**src/rtl/grant_burst_pkg.sv**
```systemverilog
`default_nettype none
// ============================================================================
//  Module  : grant_burst_pkg
//  Purpose : Shared types and default widths for the grant-driven burst
//            controller (FSM state encoding, burst owner encoding).
//  Ports   : none (package)
//  Rev     : 1.0  initial release
// ============================================================================
package grant_burst_pkg;

  localparam int ADDR_W_DEF  = 16;
  localparam int DATA_W_DEF  = 32;
  localparam int LEN_W_DEF   = 4;
  localparam int TIMEOUT_DEF = 15;

  typedef enum logic [1:0] {
    IDLE  = 2'd0,
    BURST = 2'd1,
    RESP  = 2'd2
  } state_t;

  // OWN_1 is the all-zero encoding so the reset value of the owner register
  // is requester 1.
  typedef enum logic {
    OWN_1 = 1'b0,
    OWN_2 = 1'b1
  } owner_t;

endpackage
`default_nettype wire

```
**src/rtl/burst_timeout_ctr.sv**
```systemverilog
`default_nettype none
// ============================================================================
//  Module  : burst_timeout_ctr
//  Purpose : Counts consecutive stalled cycles of a burst beat and flags the
//            cycle on which the count reaches TIMEOUT. Saturates at TIMEOUT.
//  Ports   : clk      in  clock
//            reset    in  asynchronous active-low reset
//            clear    in  zero the count (beat accepted or bus idle)
//            inc      in  one more stalled cycle
//            expired  out this edge brings the count to TIMEOUT
//  Rev     : 1.0  initial release
// ============================================================================
module burst_timeout_ctr #(
  parameter int TIMEOUT = 15
) (
  input  logic clk,
  input  logic reset,
  input  logic clear,
  input  logic inc,
  output logic expired
);

  localparam int CNT_W = (TIMEOUT < 1) ? 1 : $clog2(TIMEOUT + 1);
  localparam logic [CNT_W-1:0] LIMIT = CNT_W'(TIMEOUT);

  logic [CNT_W-1:0] count;

  always_ff @(posedge clk or negedge reset) begin
    if (!reset) begin
      count <= '0;
    end else if (clear) begin
      count <= '0;
    end else if (inc && (count != LIMIT)) begin
      count <= count + CNT_W'(1);
    end
  end

  // Flag the stall that would take the count to LIMIT so the FSM leaves
  // BURST on exactly the TIMEOUT-th stalled edge.
  assign expired = inc && !clear && (count == (LIMIT - CNT_W'(1)));

endmodule
`default_nettype wire

```
**src/rtl/grant_burst_ctrl.sv**
```systemverilog
`default_nettype none
// ============================================================================
//  Module  : grant_burst_ctrl
//  Purpose : Runs the burst of whichever requester the upstream round-robin
//            arbiter granted on a single shared memory bus. Latches owner,
//            address, length and direction at grant, issues len+1 beats with
//            a valid/ready handshake, aborts after TIMEOUT stalled cycles and
//            returns a one-cycle done or err pulse to the owner.
//  Ports   : clk, reset(async, active-low)
//            grant_1/2, addr_1/2, len_1/2, we_1/2, wdata_1/2   requester side
//            pop_1/2, done_1/2, err_1/2, busy                  requester side
//            bus_valid, bus_ready, bus_addr, bus_we, bus_wdata,
//            bus_last                                          shared bus
//            proto_err  sticky, both grants seen together in IDLE
//  Rev     : 1.0  initial release
// ============================================================================
module grant_burst_ctrl
  import grant_burst_pkg::*;
#(
  parameter int ADDR_W  = ADDR_W_DEF,
  parameter int DATA_W  = DATA_W_DEF,
  parameter int LEN_W   = LEN_W_DEF,
  parameter int TIMEOUT = TIMEOUT_DEF
) (
  input  logic              clk,
  input  logic              reset,
  input  logic              grant_1,
  input  logic              grant_2,
  input  logic [ADDR_W-1:0] addr_1,
  input  logic [ADDR_W-1:0] addr_2,
  input  logic [LEN_W-1:0]  len_1,
  input  logic [LEN_W-1:0]  len_2,
  input  logic              we_1,
  input  logic              we_2,
  input  logic [DATA_W-1:0] wdata_1,
  input  logic [DATA_W-1:0] wdata_2,
  output logic              pop_1,
  output logic              pop_2,
  output logic              done_1,
  output logic              done_2,
  output logic              err_1,
  output logic              err_2,
  output logic              busy,
  output logic              bus_valid,
  input  logic              bus_ready,
  output logic [ADDR_W-1:0] bus_addr,
  output logic              bus_we,
  output logic [DATA_W-1:0] bus_wdata,
  output logic              bus_last,
  output logic              proto_err
);

  state_t            state;
  owner_t            owner;
  logic [ADDR_W-1:0] addr_q;
  logic [LEN_W-1:0]  len_q;
  logic [LEN_W-1:0]  beat;
  logic              we_q;
  logic              resp_err;
  logic              proto_err_q;

  logic xfer;
  logic last_beat;
  logic tmo_expired;

  assign xfer      = bus_valid && bus_ready;
  assign last_beat = (beat == len_q);

  burst_timeout_ctr #(
    .TIMEOUT (TIMEOUT)
  ) u_timeout (
    .clk     (clk),
    .reset   (reset),
    .clear   (!bus_valid || bus_ready),
    .inc     (bus_valid && !bus_ready),
    .expired (tmo_expired)
  );

  always_ff @(posedge clk or negedge reset) begin
    if (!reset) begin
      state       <= IDLE;
      owner       <= OWN_1;
      addr_q      <= '0;
      len_q       <= '0;
      beat        <= '0;
      we_q        <= 1'b0;
      resp_err    <= 1'b0;
      proto_err_q <= 1'b0;
    end else begin
      case (state)
        IDLE: begin
          // Exactly one grant starts a burst; both together is an arbiter
          // protocol violation and is recorded but not serviced.
          if (grant_1 ^ grant_2) begin
            owner    <= grant_1 ? OWN_1 : OWN_2;
            addr_q   <= grant_1 ? addr_1 : addr_2;
            len_q    <= grant_1 ? len_1  : len_2;
            we_q     <= grant_1 ? we_1   : we_2;
            beat     <= '0;
            resp_err <= 1'b0;
            state    <= BURST;
          end
          if (grant_1 && grant_2) begin
            proto_err_q <= 1'b1;
          end
        end
        BURST: begin
          if (xfer) begin
            if (last_beat) begin
              resp_err <= 1'b0;
              state    <= RESP;
            end else begin
              beat <= beat + LEN_W'(1);
            end
          end else if (tmo_expired) begin
            resp_err <= 1'b1;
            state    <= RESP;
          end
        end
        RESP: begin
          beat  <= '0;
          state <= IDLE;
        end
        default: begin
          state <= IDLE;
        end
      endcase
    end
  end

  // Bus-side outputs are forced to zero outside BURST so that nothing leaks
  // from the latched registers or the live wdata inputs while idle.
  assign busy      = (state != IDLE);
  assign bus_valid = (state == BURST);
  assign bus_addr  = bus_valid ? (addr_q + ADDR_W'(beat)) : '0;
  assign bus_we    = bus_valid && we_q;
  assign bus_last  = bus_valid && last_beat;
  assign bus_wdata = !bus_valid         ? '0      :
                     (owner == OWN_1)   ? wdata_1 : wdata_2;

  assign pop_1  = xfer && (owner == OWN_1);
  assign pop_2  = xfer && (owner == OWN_2);

  assign done_1 = (state == RESP) && !resp_err && (owner == OWN_1);
  assign done_2 = (state == RESP) && !resp_err && (owner == OWN_2);
  assign err_1  = (state == RESP) &&  resp_err && (owner == OWN_1);
  assign err_2  = (state == RESP) &&  resp_err && (owner == OWN_2);

  assign proto_err = proto_err_q;

endmodule
`default_nettype wire

```
**config.mk**
```make
export PLATFORM = sky130hd
export DESIGN_NAME = grant_burst_ctrl
export DESIGN_NICKNAME = d
export VERILOG_FILES = /design/src/rtl/grant_burst_pkg.sv /design/src/rtl/burst_timeout_ctr.sv /design/src/rtl/grant_burst_ctrl.sv
export SDC_FILE = /design/constraint.sdc
export NUM_CORES = 1
export LEC_CHECK = 0
export ABC_AREA = 1
export ABC_CLOCK_PERIOD_IN_PS = 3080
export CAP_MARGIN = 10
export CELL_PAD_IN_SITES_DETAIL_PLACEMENT = 0
export CELL_PAD_IN_SITES_GLOBAL_PLACEMENT = 1
export CORE_MARGIN = 4
export CORE_UTILIZATION = 24
export DETAILED_ROUTE_END_ITERATION = 10
export PLACE_DENSITY = 0.88
export SYNTH_ARGS = -nofsm -noshare
export SYNTH_HDL_FRONTEND = slang
export SYNTH_SLANG_ARGS = --single-unit
```
**constraint.sdc**
```tcl
create_clock -name clk -period 3.08 [get_ports clk]
set_clock_uncertainty 0.05 [all_clocks]
set_input_delay 0.924 -clock clk [delete_from_list [all_inputs] [get_ports clk]]
set_output_delay 0.924 -clock clk [all_outputs]
set_load 0.1 [all_outputs]
```
### After elaboration in Yosys (flattened, before gate mapping)

Cells that the tools add are included.

* word-level logic and storage cells: 78
* register bits: 34

* reductions and logical operators: 31
* equal/unequal tests: 10
* add/sub/neg operators: 3
* muxes and demuxes: 23
* bitwise logic cells: 2

Operator list (number)
* two-way mux 32 bit: 2
* two-way mux 16 bit: 2
* two-way mux 4 bit: 6
* adder 16 x 4 -> 16 bit: 1
* logical AND 1 bit: 16
* one-hot mux 4 bit (3 select lines): 1
* adder 4 x 1 -> 4 bit (second input constant): 2
* two-way mux 2 bit: 4
* AND reduction 4 bit: 2
* two-way mux 1 bit: 6
* nonzero test 2 bit: 3
* == test 4 bit: 1
* == test 4 bit (second input constant): 1
* logical NOT 1 bit: 4
* inequality test 2 bit (second input constant): 2
* inequality test 4 bit (second input constant): 1
* one-hot mux 2 bit (2 select lines): 1
* AND reduction 2 bit: 2
* inequality test 3 x 1 -> 1 bit (second input constant): 1
* inequality test 3 x 2 -> 1 bit (second input constant): 1
* AND reduction 3 bit: 1
* nonzero test 3 bit: 1
* == test 2 x 1 -> 1 bit (second input constant): 1
* == test 2 bit (second input constant): 1
* other kinds (6): 6

### Depth between registers and ports, before layout

* word-level depth: 9
* mapped depth: 10

### Modules after synthesis

A second synthesis with hierarchy kept.

* cells, all modules: 460
* area, all modules: 2840.2 um^2

Modules (own cells, without submodules)
* grant_burst_ctrl: area each 2591.2 um^2, cells an instance 427, times used 1
* burst_timeout_ctr: area each 249.0 um^2, cells an instance 33, times used 1

### Worst setup path before layout

No wires, ideal clock.

* path type: register to output
* from: register beat[0]
* to: output port bus_addr[8]
* buffers on the path: 0
* cell stages (with the launch flop): 9
* required time: 2.106 ns
* slack: -0.755 ns
* arrival: 2.861 ns
* cells stage by stage: dfrtp_1 ha_1 inv_1 fa_1 inv_1 nand3_1 nand2_1 nand2_1 a21oi_1

* cells in the longest elaborated chain, start to end: 2

Ends and longest elaborated chain
* from (decl): line grant_burst_ctrl.sv:57 `logic [LEN_W-1:0] beat;`
* from (signal assigned): line grant_burst_ctrl.sv:113 `beat <= beat + LEN_W'(1);`
* adder 16 x 4 -> 16 bit: line grant_burst_ctrl.sv:135 `assign bus_addr = bus_valid ? (addr_q + ADDR_W'(beat)) : '0;`
* two-way mux 16 bit: line grant_burst_ctrl.sv:135
* to (decl): line grant_burst_ctrl.sv:46 `output logic [ADDR_W-1:0] bus_addr,`

No other way between the ends.

### Final worst setup path

* from: register beat[0]
* to: output port bus_addr[14]

Same word-level chain as after synthesis.

==> flow_metrics.py <==
metrics = {
    "run_status": {
        "outcome": "complete, no violations",
    },
    "drt": {
        "drtAntennaViolNets": 0,
        "first_pass_iters": 4,
        "wl_met3_um": 402,
        "wl_met1_um": 4430,
        "wl_met2_um": 5780,
        "routed_wirelength_um": 10700,
        "num_vias": 3435,
        "detail_route.wl_per_cell_um": 14.0,
        "via_per_inst": 4.51,
        "post-route-drc-count": 0,
        "maxUsedRoutingLayer": "met4",
        "drt_iter0_drc": 112,
    },
    "yosys": {
        "synth_commonest_cells": "nand2_1 (145), inv_1 (50), a21oi_1 (44)",
        "synth_async_sr_flop_share": 1.00,
        "synth_xor_area_frac": 0.0187,
        "synth_most_common_cell": "nand2_1",
        "synthMuxAreaShare": 0,
        "synth_compound_area_frac": 0.195,
        "synth_fa_ha_area_frac": 0.0428,
        "yosys.area_share.simple": 0.322,
        "synth.distinct_cells": 31,
        "syn-num-nets": 561,
        "avgSynthCellArea_sq_um": 6.36,
        "synthFlopType": "dfrtp_1",
        "yosys-top-cells-area": "dfrtp_1 (30%), nand2_1 (19%), a21oi_1 (7.9%)",
        "syn_area_sq_um": 2810,
        "yosysWarnings": 0,
        "seq_area_frac_synth": 0.303,
        "netlist.area_leader.share": 0.303,
        "synth_top_cell_by_area": "dfrtp_1",
        "synth_top_family_by_area": "simple AND/OR/NAND/NOR gates",
        "syn_inst": 441,
        "ys_ff_latch": 34,
        "synth_edf_count": 0,
    },
    "floorplanning": {
        "rows": 39,
        "ios": 170,
        "initial_utilization": 0.246,
        "dieWidth_um": 116,
        "dieArea_sq_um": 13500,
        "die_y_um": 116,
        "core_area_sq_um": 11400,
    },
    "power_and_ir_drop": {
        "cellPowerDensity_nw_per_um2": 1160,
        "p_comb_frac": 0.811,
        "seq_power_share": 0.118,
        "vdd.ir_drop.worst_v": 0.000811,
        "power_switching_mw": 3.91,
        "p_clk_frac": 0.071,
        "p_leak_nw": 2.46,
        "total_power_mw": 6.58,
        "p_int_mw": 2.67,
        "swShare": 0.594,
    },
    "worst_setup_path": {
        "r2r_cells": 8,
        "timing_worst_setup_path_type": "register to output port",
        "cp-startpoint": "beat[0]$_DFFE_PN0P_",
        "timing.rr.end": "beat[3]$_DFFE_PN0P_",
        "cp.required_ns": 2.11,
        "startpoint_type": "register",
        "worstPathMaxFanout": 6,
        "crit_path_end_kind": "output port",
        "reg2reg_slack_ns": 1.62,
        "r2r-start": "beat[2]$_DFFE_PN0P_",
        "arrival_ns": 2.10,
    },
    "cts": {
        "cts_hold_buf": 0,
        "clk-insertion-delay-late_ns": 0.27,
        "clk_pin_slew_ns": 0.05,
        "cts_tree": "done",
        "ctsHtreeMaxLevel": 2,
        "numCtsBuffers": 5,
        "clock-sinks": 34,
        "root_buffer": "clkbuf_16",
        "clk_path_buf_depth": 2,
    },
    "finish": {
        "n_antenna_cell": 0,
        "area_growth_pct": 103,
        "nNetsFinal": 738,
        "layoutNonFillerInstCount": 761,
        "layout-drive-gt1-share": 0.275,
    },
    "flow_run": {
        "drv_cap": 0,
    },
    "global_routing": {
        "grt_pass1_wl_um": 16100,
        "grt-ovfl-total": 0,
        "grt_max_degree": 44,
        "grt.total_usage": 0.148,
        "grt_pass1_vias": 3383,
        "antenna_found_initial": 0,
    },
    "hold_path": {
        "min-delay-start": "proto_err$_DFFE_PN0P_",
        "hold_end": "proto_err$_DFFE_PN0P_",
        "hold_depth": 1,
        "hold_class": "register to register",
    },
    "sta": {
        "hold_violations": 0,
        "fmax_mhz": 325,
        "min_period_ns": 3.07,
        "slew_viol_final": 0,
        "rsz0062_at_grt": "yes",
        "setup_viol": 0,
        "relSlewSlack": 0.685,
        "finalCritPeriodShare": 0.998,
        "whs_ns": 0.427,
        "worst_slew_pin_slew_ns": 0.473,
    },
    "place": {
        "placed_cells": 743,
        "port_buffers": 169,
        "gp_congestion": 0.857,
        "hpwl_um": 8480,
    },
}
-- per-stage QoR --
stage	worst slack, ns	instance area, sq um	utilization	TNS [ns]
6_report	0.00509	5690	0.499	0
5_1_grt	-0.0990	5690	0.499	-0.360
4_1_cts	0.0179	5590	0.489	0
3_5_place_dp	0.0433	5410	0.473	0
3_3_place_gp	0.0772	5410	0.473	0
2_1_floorplan	-0.320	3010	-	-0.870
-- how the worst max path moves through the flow --
stage	endpoint	cells past startpoint
after CTS	bus_addr[12]	11
after global placement	pop_2	6
after floorplan	pop_1	4
final	bus_addr[14]	11
after global routing	bus_addr[14]	11
after detailed placement	pop_2	6
-- critical path, cell delays in order, from the launching register on --
cell     delay, ns
dfrtp_1       0.35
ha_2          0.20
inv_2         0.04
fa_2          0.36
inv_2         0.09
nand3_4       0.08
nand2_4       0.11
nand4_1       0.12
nand2_1       0.11
nand2_2       0.06
nor2_4        0.13
buf_12        0.18
-- area by class of cell --
| class | count | area (sq um) |
|---|---|---|
| Tap cell | 143 | 179 |
| Timing Repair Buffer | 191 | 2420 |
| Sequential cell | 34 | 852 |
| Clock inverter | 2 | 10.0 |
| Fill cell | 1081 | 5730 |
| Multi-Input combinational cell | 330 | 1890 |
| Inverter | 56 | 210 |
| Clock buffer | 5 | 125 |
-- layer usage --
metal  GRT usage  up-vias
met2       0.265       73
met4      0.0170        0
met1       0.192     1587
met5           0        -
li1            -     1768
met3      0.0254        7
-- logic make-up (layout without fill, tap and decap cells) --
| kind of cell | after synthesis | count (layout) |
|---|---|---|
| xor+xnor | 6 | 6 |
| fa+ha+maj | 9 | 9 |
| simple gates | 215 | 215 |
| flops | 34 | 34 |
| compound gates | 100 | 100 |
| buf+inv | 77 | 254 |
-- sequential cells by signal (all words and copies together) (netlist names) --
register and cells:
addr_q 16, beat 4, len_q 4, owner 1, proto_err 1, resp_err 1
state 2, u_timeout.count 4, we_q 1
-- power groups by stage --
stage	combinational, mW	clock (mW)	sequential [mW]
after global routing	5.60	0.507	0.811
final	5.34	0.465	0.779
after CTS	5.30	0.482	0.771
after detailed placement	5.27	0	0.778
after floorplan	3.49	0	0.748
after global placement	5.23	0	0.771
-- layout by cell type (no fill, tap or decap), drive strengths merged --
cell type	n
buf	81
nor2	38
nor3	3
clkdlybuf4s50	110
clkinv	3
fa	1
dfrtp	34
a21oi	44
a31oi	4
nand3	19
a31o	1
o21ai	37
clkbuf	5
xor2	5
xnor2	1
nand3b	2
o211ai	14
nand2	151
ha	8
inv	55
nand4	2
-- timing repair --
| item | 4_1_cts | 5_1_grt |
|---|---|---|
| setup buffers | 3 | 8 |
| hold endpoints to repair | 0 | 0 |
| setup endpoints to repair | 6 | 11 |
| resized for setup | 8 | 11 |
| pin swaps | 3 | 7 |
Note: power is estimated with default switching activity, not from simulation.
